==> config.mk <==
export PLATFORM = sky130hd
export DESIGN_NAME = bram_fault_injector
export DESIGN_NICKNAME = d
export VERILOG_FILES = /design/src/rtl/bram_fault_injector.sv
export SDC_FILE = /design/constraint.sdc
export NUM_CORES = 1
export LEC_CHECK = 0
export CORE_ASPECT_RATIO = 0.8
export CORE_MARGIN = 1.5
export CORE_UTILIZATION = 35
export CTS_CLUSTER_SIZE = 25
export DETAILED_ROUTE_END_ITERATION = 12
export PLACE_DENSITY_LB_ADDON = 0.15
export SLEW_MARGIN = 25
export SYNTH_ARGS = -nofsm -noshare
export SYNTH_HDL_FRONTEND = slang
export SYNTH_SLANG_ARGS = --single-unit
export TNS_END_PERCENT = 30
==> constraint.sdc <==
create_clock -name clk -period 3.8 [get_ports clk]
set_input_delay 0.38 -clock clk [delete_from_list [all_inputs] [get_ports clk]]
set_output_delay 0.38 -clock clk [all_outputs]
set_load 0.05 [all_outputs]
==> src/rtl/bram_fault_injector.sv <==
// bram_fault_injector: owns the data BRAM port and flips or sets one bit of one word.
// Optional post-write verify read is enabled by defining FI_READBACK_EN.
module bram_fault_injector #(
    parameter int          ADDR_WIDTH   = 12,
    parameter logic [31:0] MEM_BASE     = 32'h0000_0000,
    parameter int          READ_LATENCY = 1
) (
    input  logic                  clk,
    input  logic                  rst,
    input  logic                  memory_fault_enable,
    input  logic [31:0]           memory_target_addr,
    input  logic [4:0]            memory_target_bit,
    input  logic                  memory_fault_type,
    output logic                  inj_req,
    input  logic                  inj_gnt,
    output logic                  bram_en,
    output logic [3:0]            bram_we,
    output logic [ADDR_WIDTH-1:0] bram_addr,
    output logic [31:0]           bram_wdata,
    input  logic [31:0]           bram_rdata,
    output logic                  inj_busy,
    output logic                  inj_done,
    output logic                  inj_error,
    output logic [31:0]           old_word,
    output logic [31:0]           new_word,
    output logic [7:0]            drop_count
);

    typedef enum logic [3:0] {
        S_IDLE, S_ERR, S_REQ, S_READ, S_WAIT,
        S_WRITE, S_VREAD, S_VWAIT, S_DONE
    } state_e;

    state_e                state_q, state_d;
    logic [ADDR_WIDTH-1:0] idx_q, idx_d;
    logic [4:0]            bit_q, bit_d;
    logic                  type_q, type_d;
    logic [1:0]            wcnt_q, wcnt_d;
    logic [31:0]           old_q, old_d;
    logic [31:0]           new_q, new_d;
    logic [7:0]            drop_q, drop_d;
`ifdef FI_READBACK_EN
    logic                  vfail_q, vfail_d;
`endif

    // Word offset from the BRAM base; byte-lane bits are ignored.
    logic [29:0] off_w;
    logic        below_w, over_w, wait_last_w;
    logic [31:0] mask_w;
    logic        unused_lsb;

    assign unused_lsb  = ^memory_target_addr[1:0];
    assign off_w       = memory_target_addr[31:2] - MEM_BASE[31:2];
    assign below_w     = memory_target_addr[31:2] < MEM_BASE[31:2];
    assign over_w      = |off_w[29:ADDR_WIDTH];
    assign wait_last_w = (wcnt_q == 2'(READ_LATENCY - 1));
    assign mask_w      = 32'h1 << bit_q;

    assign old_word   = old_q;
    assign new_word   = new_q;
    assign drop_count = drop_q;

    // State and datapath registers.
    always_ff @(posedge clk or posedge rst) begin
        if (rst) begin
            state_q <= S_IDLE;
            idx_q   <= '0;
            bit_q   <= '0;
            type_q  <= 1'b0;
            wcnt_q  <= '0;
            old_q   <= '0;
            new_q   <= '0;
            drop_q  <= '0;
`ifdef FI_READBACK_EN
            vfail_q <= 1'b0;
`endif
        end else begin
            state_q <= state_d;
            idx_q   <= idx_d;
            bit_q   <= bit_d;
            type_q  <= type_d;
            wcnt_q  <= wcnt_d;
            old_q   <= old_d;
            new_q   <= new_d;
            drop_q  <= drop_d;
`ifdef FI_READBACK_EN
            vfail_q <= vfail_d;
`endif
        end
    end

    // Next-state logic and Moore outputs of the read-modify-write sequence.
    always_comb begin
        state_d    = state_q;
        idx_d      = idx_q;
        bit_d      = bit_q;
        type_d     = type_q;
        wcnt_d     = wcnt_q;
        old_d      = old_q;
        new_d      = new_q;
        drop_d     = drop_q;
`ifdef FI_READBACK_EN
        vfail_d    = vfail_q;
`endif
        inj_req    = 1'b0;
        bram_en    = 1'b0;
        bram_we    = 4'h0;
        bram_addr  = '0;
        bram_wdata = '0;
        inj_busy   = (state_q != S_IDLE);
        inj_done   = 1'b0;
        inj_error  = 1'b0;

        if (inj_busy && memory_fault_enable && drop_q != 8'hFF) begin
            drop_d = drop_q + 8'd1;
        end

        unique case (state_q)
            S_IDLE: begin
                if (memory_fault_enable) begin
                    idx_d   = off_w[ADDR_WIDTH-1:0];
                    bit_d   = memory_target_bit;
                    type_d  = memory_fault_type;
                    state_d = (below_w || over_w) ? S_ERR : S_REQ;
                end
            end
            S_ERR: begin
                inj_error = 1'b1;
                state_d   = S_IDLE;
            end
            S_REQ: begin
                inj_req = 1'b1;
                if (inj_gnt) state_d = S_READ;
            end
            S_READ: begin
                inj_req   = 1'b1;
                bram_en   = 1'b1;
                bram_addr = idx_q;
                wcnt_d    = '0;
                state_d   = S_WAIT;
            end
            S_WAIT: begin
                inj_req = 1'b1;
                wcnt_d  = wcnt_q + 2'd1;
                if (wait_last_w) begin
                    old_d   = bram_rdata;
                    new_d   = type_q ? (bram_rdata | mask_w)
                                     : (bram_rdata ^ mask_w);
                    state_d = S_WRITE;
                end
            end
            S_WRITE: begin
                inj_req    = 1'b1;
                bram_en    = 1'b1;
                bram_we    = 4'hF;
                bram_addr  = idx_q;
                bram_wdata = new_q;
`ifdef FI_READBACK_EN
                state_d    = S_VREAD;
`else
                state_d    = S_DONE;
`endif
            end
`ifdef FI_READBACK_EN
            S_VREAD: begin
                inj_req   = 1'b1;
                bram_en   = 1'b1;
                bram_addr = idx_q;
                wcnt_d    = '0;
                state_d   = S_VWAIT;
            end
            S_VWAIT: begin
                inj_req = 1'b1;
                wcnt_d  = wcnt_q + 2'd1;
                if (wait_last_w) begin
                    vfail_d = (bram_rdata != new_q);
                    state_d = S_DONE;
                end
            end
`endif
            S_DONE: begin
                inj_done = 1'b1;
`ifdef FI_READBACK_EN
                inj_error = vfail_q;
`endif
                state_d  = S_IDLE;
            end
            default: state_d = S_IDLE;
        endcase
    end

endmodule

==> qor.yml, run 1 <==
grt:
  grt_antenna_before_repair: 0
  grt_pass1_vias: 4400
  grt_use_total_pct: 18.1
  grt-ovfl-total: 0
  grt_max_degree: 88
  grt_pass1_wl_um: 22400
hold_path:
  hold_path_class: "flip-flop to flip-flop"
pwr:
  peakVddDrop_v: 0.000216
  p_per_area_nw_per_um2: 341
  p_leak_nw: 3.66
  power_mw: 2.62
clocking:
  htreeDepth: 3
  cts_setup_buffers: 0
  clockBufferDepth: 2
  clk_pin_slew_ps: 60
  post_cts_resized: 0
  cts.sinks: 96
  cts_buffers: 9
  cts-hold-fix-buffers: 0
  tritoncts: "yes"
  clk_latency_ps: 350
  cts_root_buf: "clkbuf_16"
worst_setup_path:
  arrival_ps: 2730
  cp_max_fo: 15
  cp-end-kind: "primary output"
  path_class: "flip-flop to primary output"
  critical_path_required_ps: 3420
  path_cells: "xnor2_1 -> nor2_1 -> and3_1 -> clkdlybuf4s50_1"
  slowest_stage: "clkdlybuf4s50_1"
  critPathLaunchType: "flip-flop"
  cpPeakStageDelay_ps: 820
timing:
  finalMaxSlewViolations: 0
  tns_ps: 0
  clock.fmax_ghz: 0.321
  worst_slew_pin_slew_ps: 977
  clock-skew-final_ps: 5.36
  finalSetupViolCount: 0
  hold_viol: 0
  relSlewSlack_pct: 34.9
  post-route-period-util_pct: 82.0
  rsz0062_at_grt: "no"
  finalCriticalPeriod_ps: 3110
synth:
  synth-edff-count: 0
  synth_nets: 670
  synth_top_area_share_pct: 45.5
  synth_seq_area_share_pct: 45.5
  yosysWarnings: 0
  netlist_instances: 562
  ys_seq_elements: 96
  async_flop_share_pct: 100
  synth.most_common_cell: "nand2_1"
  synthTopCellsByCount: "nand2_1, dfrtp_1, inv_1"
  avgSynthCellArea_um2: 9.39
  synth_top_flop_cell: "dfrtp_1"
  syn_area_um2: 5280
  synth_area_leaders: "dfrtp_1, ha_1, nand2_1"
  synth_area_leader_cell: "dfrtp_1"
  synth_cell_type_count: 42
floorplan:
  die_h_um: 113
  rows: 39
  die_area_um2: 15800
  initial_core_util_pct: 36.4
  core-area_um2: 14500
  ioPinCount: 199
  dieWidth_um: 140
routing:
  first_pass_iters: 4
  drt-total-wl_um: 13700
  wire_per_inst_um: 14.7
  via_per_inst: 4.68
  drc_errors: 0
  ant_nets: 0
  drt_iter0_drc: 150
  vias: 4357
finish:
  fin_nets: 850
  drive_above_1_share_pct: 5.49
  areaGrowthSynthToFinish_pct: 45.6
  fill_cells: 1319
  diodes: 0
placed_design:
  post-dp-hpwl_um: 10300
  placement.io_buffers: 196
  gp_congestion: 0.745
outcome:
  status: "finished, final reports clean"
job:
  maxCapViolCount: 0
state kept, by name, summed over array words and instances (netlist names):
name,count
old_word,32
idx_q,12
drop_count,8
type_q,1
new_word,32
wcnt_q,2
state_q,4
bit_q,5
placed cells by master, fill, tap and decap left out, types with 2 or more instances in the layout:
cell,synthesis,routed
nor2_1,11,11
nand2b_1,2,2
nand4_1,4,4
clkinv_2,0,2
ha_1,34,34
buf_4,4,5
o21ai_0,46,46
nor3_1,4,4
clkbuf_8,0,2
o21ai_1,20,20
dfrtp_1,96,95
a21oi_1,2,2
clkinvlp_4,0,2
or4_1,2,2
nor4_1,4,4
xor2_1,2,2
and2_1,35,35
inv_1,67,66
mux2_2,8,8
nor3b_1,3,3
xnor2_1,6,6
and3_1,18,18
nor2b_1,2,2
clkbuf_16,0,9
mux2_1,11,11
clkdlybuf4s50_1,0,196
buf_12,0,2
and3b_1,2,2
mux2i_1,32,32
nand2_1,102,102
layout make-up:
| type | instances | area, um2 | share of cell area [%] |
|---|---|---|---|
| clock buffer | 11 | 253 | 3.29 |
| clock inverter | 5 | 55.1 | 0.717 |
| inverter | 67 | 256 | 3.34 |
| multi-input combinational | 364 | 2430 | 31.7 |
| sequential | 96 | 2400 | 31.3 |
| tap | 184 | 230 | 3.00 |
| timing repair buffer | 204 | 2050 | 26.7 |
per-stage QoR:
stage	instances	area (um2)	utilization, %	hold slack, ps	setup slack [ps]
2_1_floorplan	562	5280	-	456	915
3_3_place_gp	914	7360	50.8	463	1100
3_5_place_dp	915	7370	50.9	470	1060
4_1_cts	931	7680	53.0	485	669
5_1_grt	931	7680	53.0	502	489
6_report	931	7680	53.0	481	685
power breakdown:
group	internal [mW]	switching, mW	leakage (nW)
sequential	1.08	0.0989	0.956
clock	0.543	0.386	0.148
combinational	0.240	0.270	2.56
cell families (layout without fill, tap and decap cells):
kind of cell,Yosys count,in the layout,share of synthesized area (%)
simple gates,197,197,18.4
buf+inv,102,287,8.39
flops,96,96,45.5
compound gates,74,74,8.13
mux,51,51,10.1
fa+ha+maj,34,34,8.06
xor+xnor,8,8,1.33
per-layer routing:
metal	up-vias	wire [um]	GRT usage (%)	part of all wire (%)
met5	-	0	0	0
met4	0	196	5.19	1.4
met3	14	735	5.08	5.4
met2	108	6470	30.1	47
met1	2042	6300	23.1	46
li1	2193	-	-	-
worst max-delay path, delay by kind of cell (launching register included):
family | cells | cell delay (ps)
AND/OR/NAND/NOR | 2 | 820
buffers and inverters | 1 | 820
flip-flops | 1 | 630
XOR/XNOR | 1 | 130
final timing paths:
path	to	slack [ps]	startpoint	depth (start not counted)
worst min-delay path	old_word[15]	480	old_word[15]	2
worst max-delay path	bram_addr[4]	690	state_q[2]	4
worst min register to register	old_word[15]	480	old_word[15]	2
worst max register to register	new_word[18]	1710	state_q[1]	6
min in group asynchronous	drop_count[5]	570	rst	2
max in group asynchronous	old_word[4]	2570	rst	3
Power figures use the tool's default switching activity.
==> run 2, diff against run 1 <==
Clock period 3.8 ns to 2.85 ns, I/O delays scaled along.
==> run 2 against run 1 <==
Combinational power grew 33%; via count grew 0.48%; die area unchanged; clock power up 29%; worst setup slack got worse by 420 ps.
==> qor.yml, run 2 (synthesis results as in run 1) <==
floorplan:
  die_area_um2: 15800
  initial_core_util_pct: 36.4
  dieWidth_um: 140
  core-area_um2: 14500
  rows: 39
  ioPinCount: 199
  die_h_um: 113
finish:
  fin_nets: 850
  layout_commonest_cell: "clkdlybuf4s50_1"
  drive_above_1_share_pct: 11.7
  diodes: 0
  fill_cells: 1293
  layout_common_cells: "clkdlybuf4s50_1, nand2_1, dfrtp_1"
  areaGrowthSynthToFinish_pct: 51.8
worst_setup_path:
  critPathLaunchType: "flip-flop"
  cp-end-kind: "primary output"
  critical-path-top-delay-family: "buffers and inverters"
  cp_max_fo: 28
  path_cells: "nor4b_1 -> clkdlybuf4s50_1"
  cpPeakStageDelay_ps: 860
  slowest_stage: "clkdlybuf4s50_1"
  critical_path_required_ps: 2570
  path_class: "flip-flop to primary output"
  arrival_ps: 2300
  cp_num_buf_inv: 1
placed_design:
  post-place-ws_ps: 651
  post-dp-hpwl_um: 10600
  gp_congestion: 0.747
  placement.io_buffers: 196
routing:
  drc_errors: 0
  ant_nets: 0
  wire_per_inst_um: 14.9
  first_pass_iters: 4
  via_per_inst: 4.71
  vias: 4378
  drt_iter0_drc: 183
  drt-total-wl_um: 13800
timing:
  worst_slew_pin_slew_ps: 1020
  setup_slack_ps: 264
  clock-skew-final_ps: 5.21
  finalSetupViolCount: 0
  relSlewSlack_pct: 31.9
  tns_ps: 0
  clock.fmax_ghz: 0.387
  hold_viol: 0
  post-route-period-util_pct: 90.8
  finalMaxSlewViolations: 0
  finalCriticalPeriod_ps: 2590
  rsz0062_at_grt: "no"
clocking:
  cts_root_buf: "clkbuf_16"
  cts-hold-fix-buffers: 0
  cts_buffers: 9
  cts.sinks: 96
  clk_pin_slew_ps: 60
  htreeDepth: 3
  clk_latency_ps: 340
  post_cts_resized: 0
  cts_setup_buffers: 0
  clockBufferDepth: 2
  tritoncts: "yes"
pwr:
  p_per_area_nw_per_um2: 430
  p_leak_nw: 3.86
  peakVddDrop_v: 0.000262
outcome:
  status: "finished, final reports clean"
job:
  maxCapViolCount: 0
grt:
  grt_antenna_before_repair: 0
  grt_pass1_vias: 4492
  grt_max_degree: 59
  grt-ovfl-total: 0
  grt_use_total_pct: 18.4
  grt_pass1_wl_um: 22800
hold_path:
  hold_path_class: "primary input to asynchronous set/reset pin"
[run 2: path summary, 6_finish.rpt]
| check | startpoint | endpoint | slack, ps | depth (start not counted) |
|---|---|---|---|---|
| worst max-delay path | state_q[0] | inj_done | 260 | 2 |
| worst min-delay path | rst | old_word[25] | 340 | 2 |
| worst max register to register | state_q[1] | old_word[7] | 780 | 5 |
| worst min register to register | old_word[24] | old_word[24] | 480 | 2 |
| max in group asynchronous | rst | type_q | 1780 | 3 |
| min in group clk | old_word[24] | old_word[24] | 480 | 2 |
[run 2: report_power, final]
part | internal, mW | leakage [nW] | switching (mW)
sequential | 1.44 | 0.956 | 0.132
clock | 0.698 | 0.139 | 0.498
combinational | 0.321 | 2.77 | 0.356
[run 2: worst register-to-register path: cells and delay by family (launching register included)]
family / cells / cell delay, ps
AOI/OAI and AO/OA: 1 / 90
buffers and inverters: 1 / 390
DFF: 1 / 550
and+or+nand+nor: 3 / 920
[run 2: layout make-up]
cell class              count  area (um2)  share of cell area (%)
clock inverters             3        42.5                   0.531
clock buffers              12         246                    3.08
inverters                  67         254                    3.17
flip-flops and latches     96        2400                    30.0
repair buffers            204        2400                    30.0
well taps                 184         230                    2.88
multi-input cells         364        2430                    30.4
[run 2: per-stage QoR]
stage	utilization (%)	std cells	hold WS, ps	power, mW	instance area [um2]
finish	55.3	930	344	3.44	8010
global route	55.3	930	383	3.64	8010
CTS	55.3	930	358	3.51	8010
detailed placement	53.3	915	473	2.28	7720
global placement	53.3	915	463	2.26	7720
floorplan	-	562	417	2.00	5280
[run 2: per-layer routing]
metal / vias up / GRT usage, % / part of all wire (%)
met1: 2069 / 23.4 / 45
met3: 10 / 5.04 / 5.7
met5: - / 0 / 0
met4: 0 / 3.79 / 0.92
met2: 106 / 31.5 / 49
li1: 2193 / - / -
==> run 3, diff against run 2 <==
Settings changed: GPL_TIMING_DRIVEN from default to 0, PLACE_DENSITY from default to 0.66, PLACE_DENSITY_LB_ADDON 0.15 to default.
Clock period 2.85 ns to 3.2 ns, I/O delays scaled along.
==> run 3 against run 2 <==
Combinational power is 1% lower; worst setup slack worse by 100 ps; hold slack better by 26 ps; routed wire length increased by 8.2%; critical path type unchanged; largest cell class unchanged; largest power group unchanged; highest routed layer unchanged.
==> qor.yml, run 3 (synthesis results as in run 1) <==
timing:
  rsz0062_at_grt: "no"
  tns_ps: 0
  post-route-period-util_pct: 94.9
  finalMaxSlewViolations: 0
  hold_viol: 0
  finalCriticalPeriod_ps: 3040
  relSlewSlack_pct: 51.6
  worst_slew_pin_slew_ps: 725
  finalSetupViolCount: 0
  clock-skew-final_ps: 11.3
  clock.fmax_ghz: 0.329
clocking:
  clk_latency_ps: 340
  clk_pin_slew_ps: 70
  htreeDepth: 3
  clockBufferDepth: 2
  tritoncts: "yes"
  cts.sinks: 96
  cts_root_buf: "clkbuf_16"
  cts-hold-fix-buffers: 0
  cts_buffers: 9
finish:
  multi_input_area_um2: 2430
  seqCellArea_um2: 2400
  fin_nets: 878
  diodes: 0
  areaGrowthSynthToFinish_pct: 48.3
  layout_commonest_cell: "clkdlybuf4s50_1"
  layout_common_cells: "clkdlybuf4s50_1, nand2_1, dfrtp_1"
  fill_cells: 1306
  fin_cells: 959
  drive_above_1_share_pct: 6.71
routing:
  vias: 4582
  drt_iter0_drc: 167
  ant_nets: 0
  via_per_inst: 4.78
  wire_per_inst_um: 15.6
  drc_errors: 0
  first_pass_iters: 4
  drt-total-wl_um: 15000
grt:
  grt_pass1_wl_um: 24100
  grt_use_total_pct: 19.2
  grt_antenna_before_repair: 0
  grt-ovfl-total: 0
  grt_max_degree: 58
  grt_pass1_vias: 4808
placed_design:
  gp_congestion: 0.761
  post-dp-hpwl_um: 11600
  placement.io_buffers: 196
  dp.cells: 943
worst_setup_path:
  reg2reg_depth: 5
  critical_path_required_ps: 2880
  ff2ff_setup_slack_ps: 1290
  path_cells: "nor2_2 -> and3_1 -> buf_2 -> and2_1 -> clkdlybuf4s50_1"
  r2r_start: "bit_q[1]"
  worstSetupStartpoint: "state_q[1]"
  crit_path_end: "bram_wdata[25]"
  slowest_stage: "clkdlybuf4s50_1"
  cp-end-kind: "primary output"
  cpPeakStageDelay_ps: 800
  critPathLaunchType: "flip-flop"
  path_class: "flip-flop to primary output"
  r2r_end: "new_word[10]"
  cp_max_fo: 13
  arrival_ps: 2720
floorplan:
  ioPinCount: 199
  initial_core_util_pct: 36.4
  die_h_um: 113
  rows: 39
  die_area_um2: 15800
  core-area_um2: 14500
  dieWidth_um: 140
pwr:
  p_int_mw: 2.21
  peakVddDrop_v: 0.000245
  seqPwrFrac_pct: 43.5
  p_sw_mw: 0.908
  p_per_area_nw_per_um2: 398
  pwr-share-comb_pct: 21.5
  power_frac_clock_pct: 35.0
  p_sw_share_pct: 29.1
  p_leak_nw: 3.93
job:
  maxCapViolCount: 0
hold_path:
  hold_path_class: "primary input to asynchronous set/reset pin"
outcome:
  status: "finished, final reports clean"
==> run 3: cell count changes in the layout (fill, tap and decap cells not counted), moves of 2 or more <==
cell             previous run  this run
buf_2                       0        12
clkdlybuf4s50_1           147       184
buf_4                      17         4
clkbuf_1                    2        14
buf_12                     40         0
buf_6                       0         4
dlymetal6s2s_1              0        10
buf_1                       0         2
dlygate4sd2_1               0         2
==> run 3: metrics by stage <==
| stage | setup slack, ps | instance area, um2 | util [%] | hold slack, ps | total power, mW |
|---|---|---|---|---|---|
| 5_1_grt | 4.46 | 7830 | 54.0 | 415 | 3.26 |
| 2_1_floorplan | 375 | 5280 | - | 452 | 1.78 |
| 6_report | 164 | 7830 | 54.0 | 370 | 3.12 |
| 4_1_cts | 41.5 | 7800 | 53.8 | 384 | 3.15 |
| 3_5_place_dp | 341 | 7500 | 51.8 | 471 | 2.05 |
| 3_3_place_gp | -1090 | 7470 | 51.5 | 464 | 2.02 |
==> run 3: how the worst min path moves through the flow <==
stage / from / endpoint / cells after the start
after global routing: rst / drop_count[4] / 2
after CTS: rst / drop_count[4] / 2
after floorplan: memory_target_bit[0] / bit_q[0] / 1
after global placement: old_word[28] / old_word[28] / 2
final: rst / drop_count[4] / 2
after detailed placement: old_word[11] / old_word[11] / 2
==> run 3: layout make-up <==
class | instances | area share (%)
Clock inverter | 4 | 0.688
Clock buffer | 12 | 3.15
Multi-Input combinational cell | 364 | 31.1
Timing Repair Buffer | 197 | 25.7
Inverter | 67 | 3.28
Sequential cell | 96 | 30.7
Buffer | 35 | 2.46
Tap cell | 184 | 2.94
==> run 3: metal layers <==
metal / vias to the layer above / global-route usage, % / share of wire (%)
met2: 122 / 33.1 / 48
met4: 0 / 4.77 / 1.2
met1: 2198 / 24.4 / 45
met3: 16 / 4.57 / 5.8
met5: - / 0 / 0
li1: 2246 / - / -
==> run 3: power by group through the flow <==
stage,Combinational (mW),Clock [mW],Sequential [mW]
after floorplan,0.324,0,1.46
after global placement,0.650,0,1.37
after detailed placement,0.675,0,1.38
after CTS,0.677,1.12,1.36
after global routing,0.730,1.17,1.36
final,0.669,1.09,1.36
==> run 3: timing repair <==
item                       in CTS  in global routing
buffers inserted                0                  0
gates resized for setup         3                 10
setup endpoints to repair      10                 10
==> run 3: worst max-delay path: cells and delay by family (launching register included) <==
kind	cells	cell delay, ps
buffers and inverters	2	1110
DFF	1	440
and+or+nand+nor	3	820
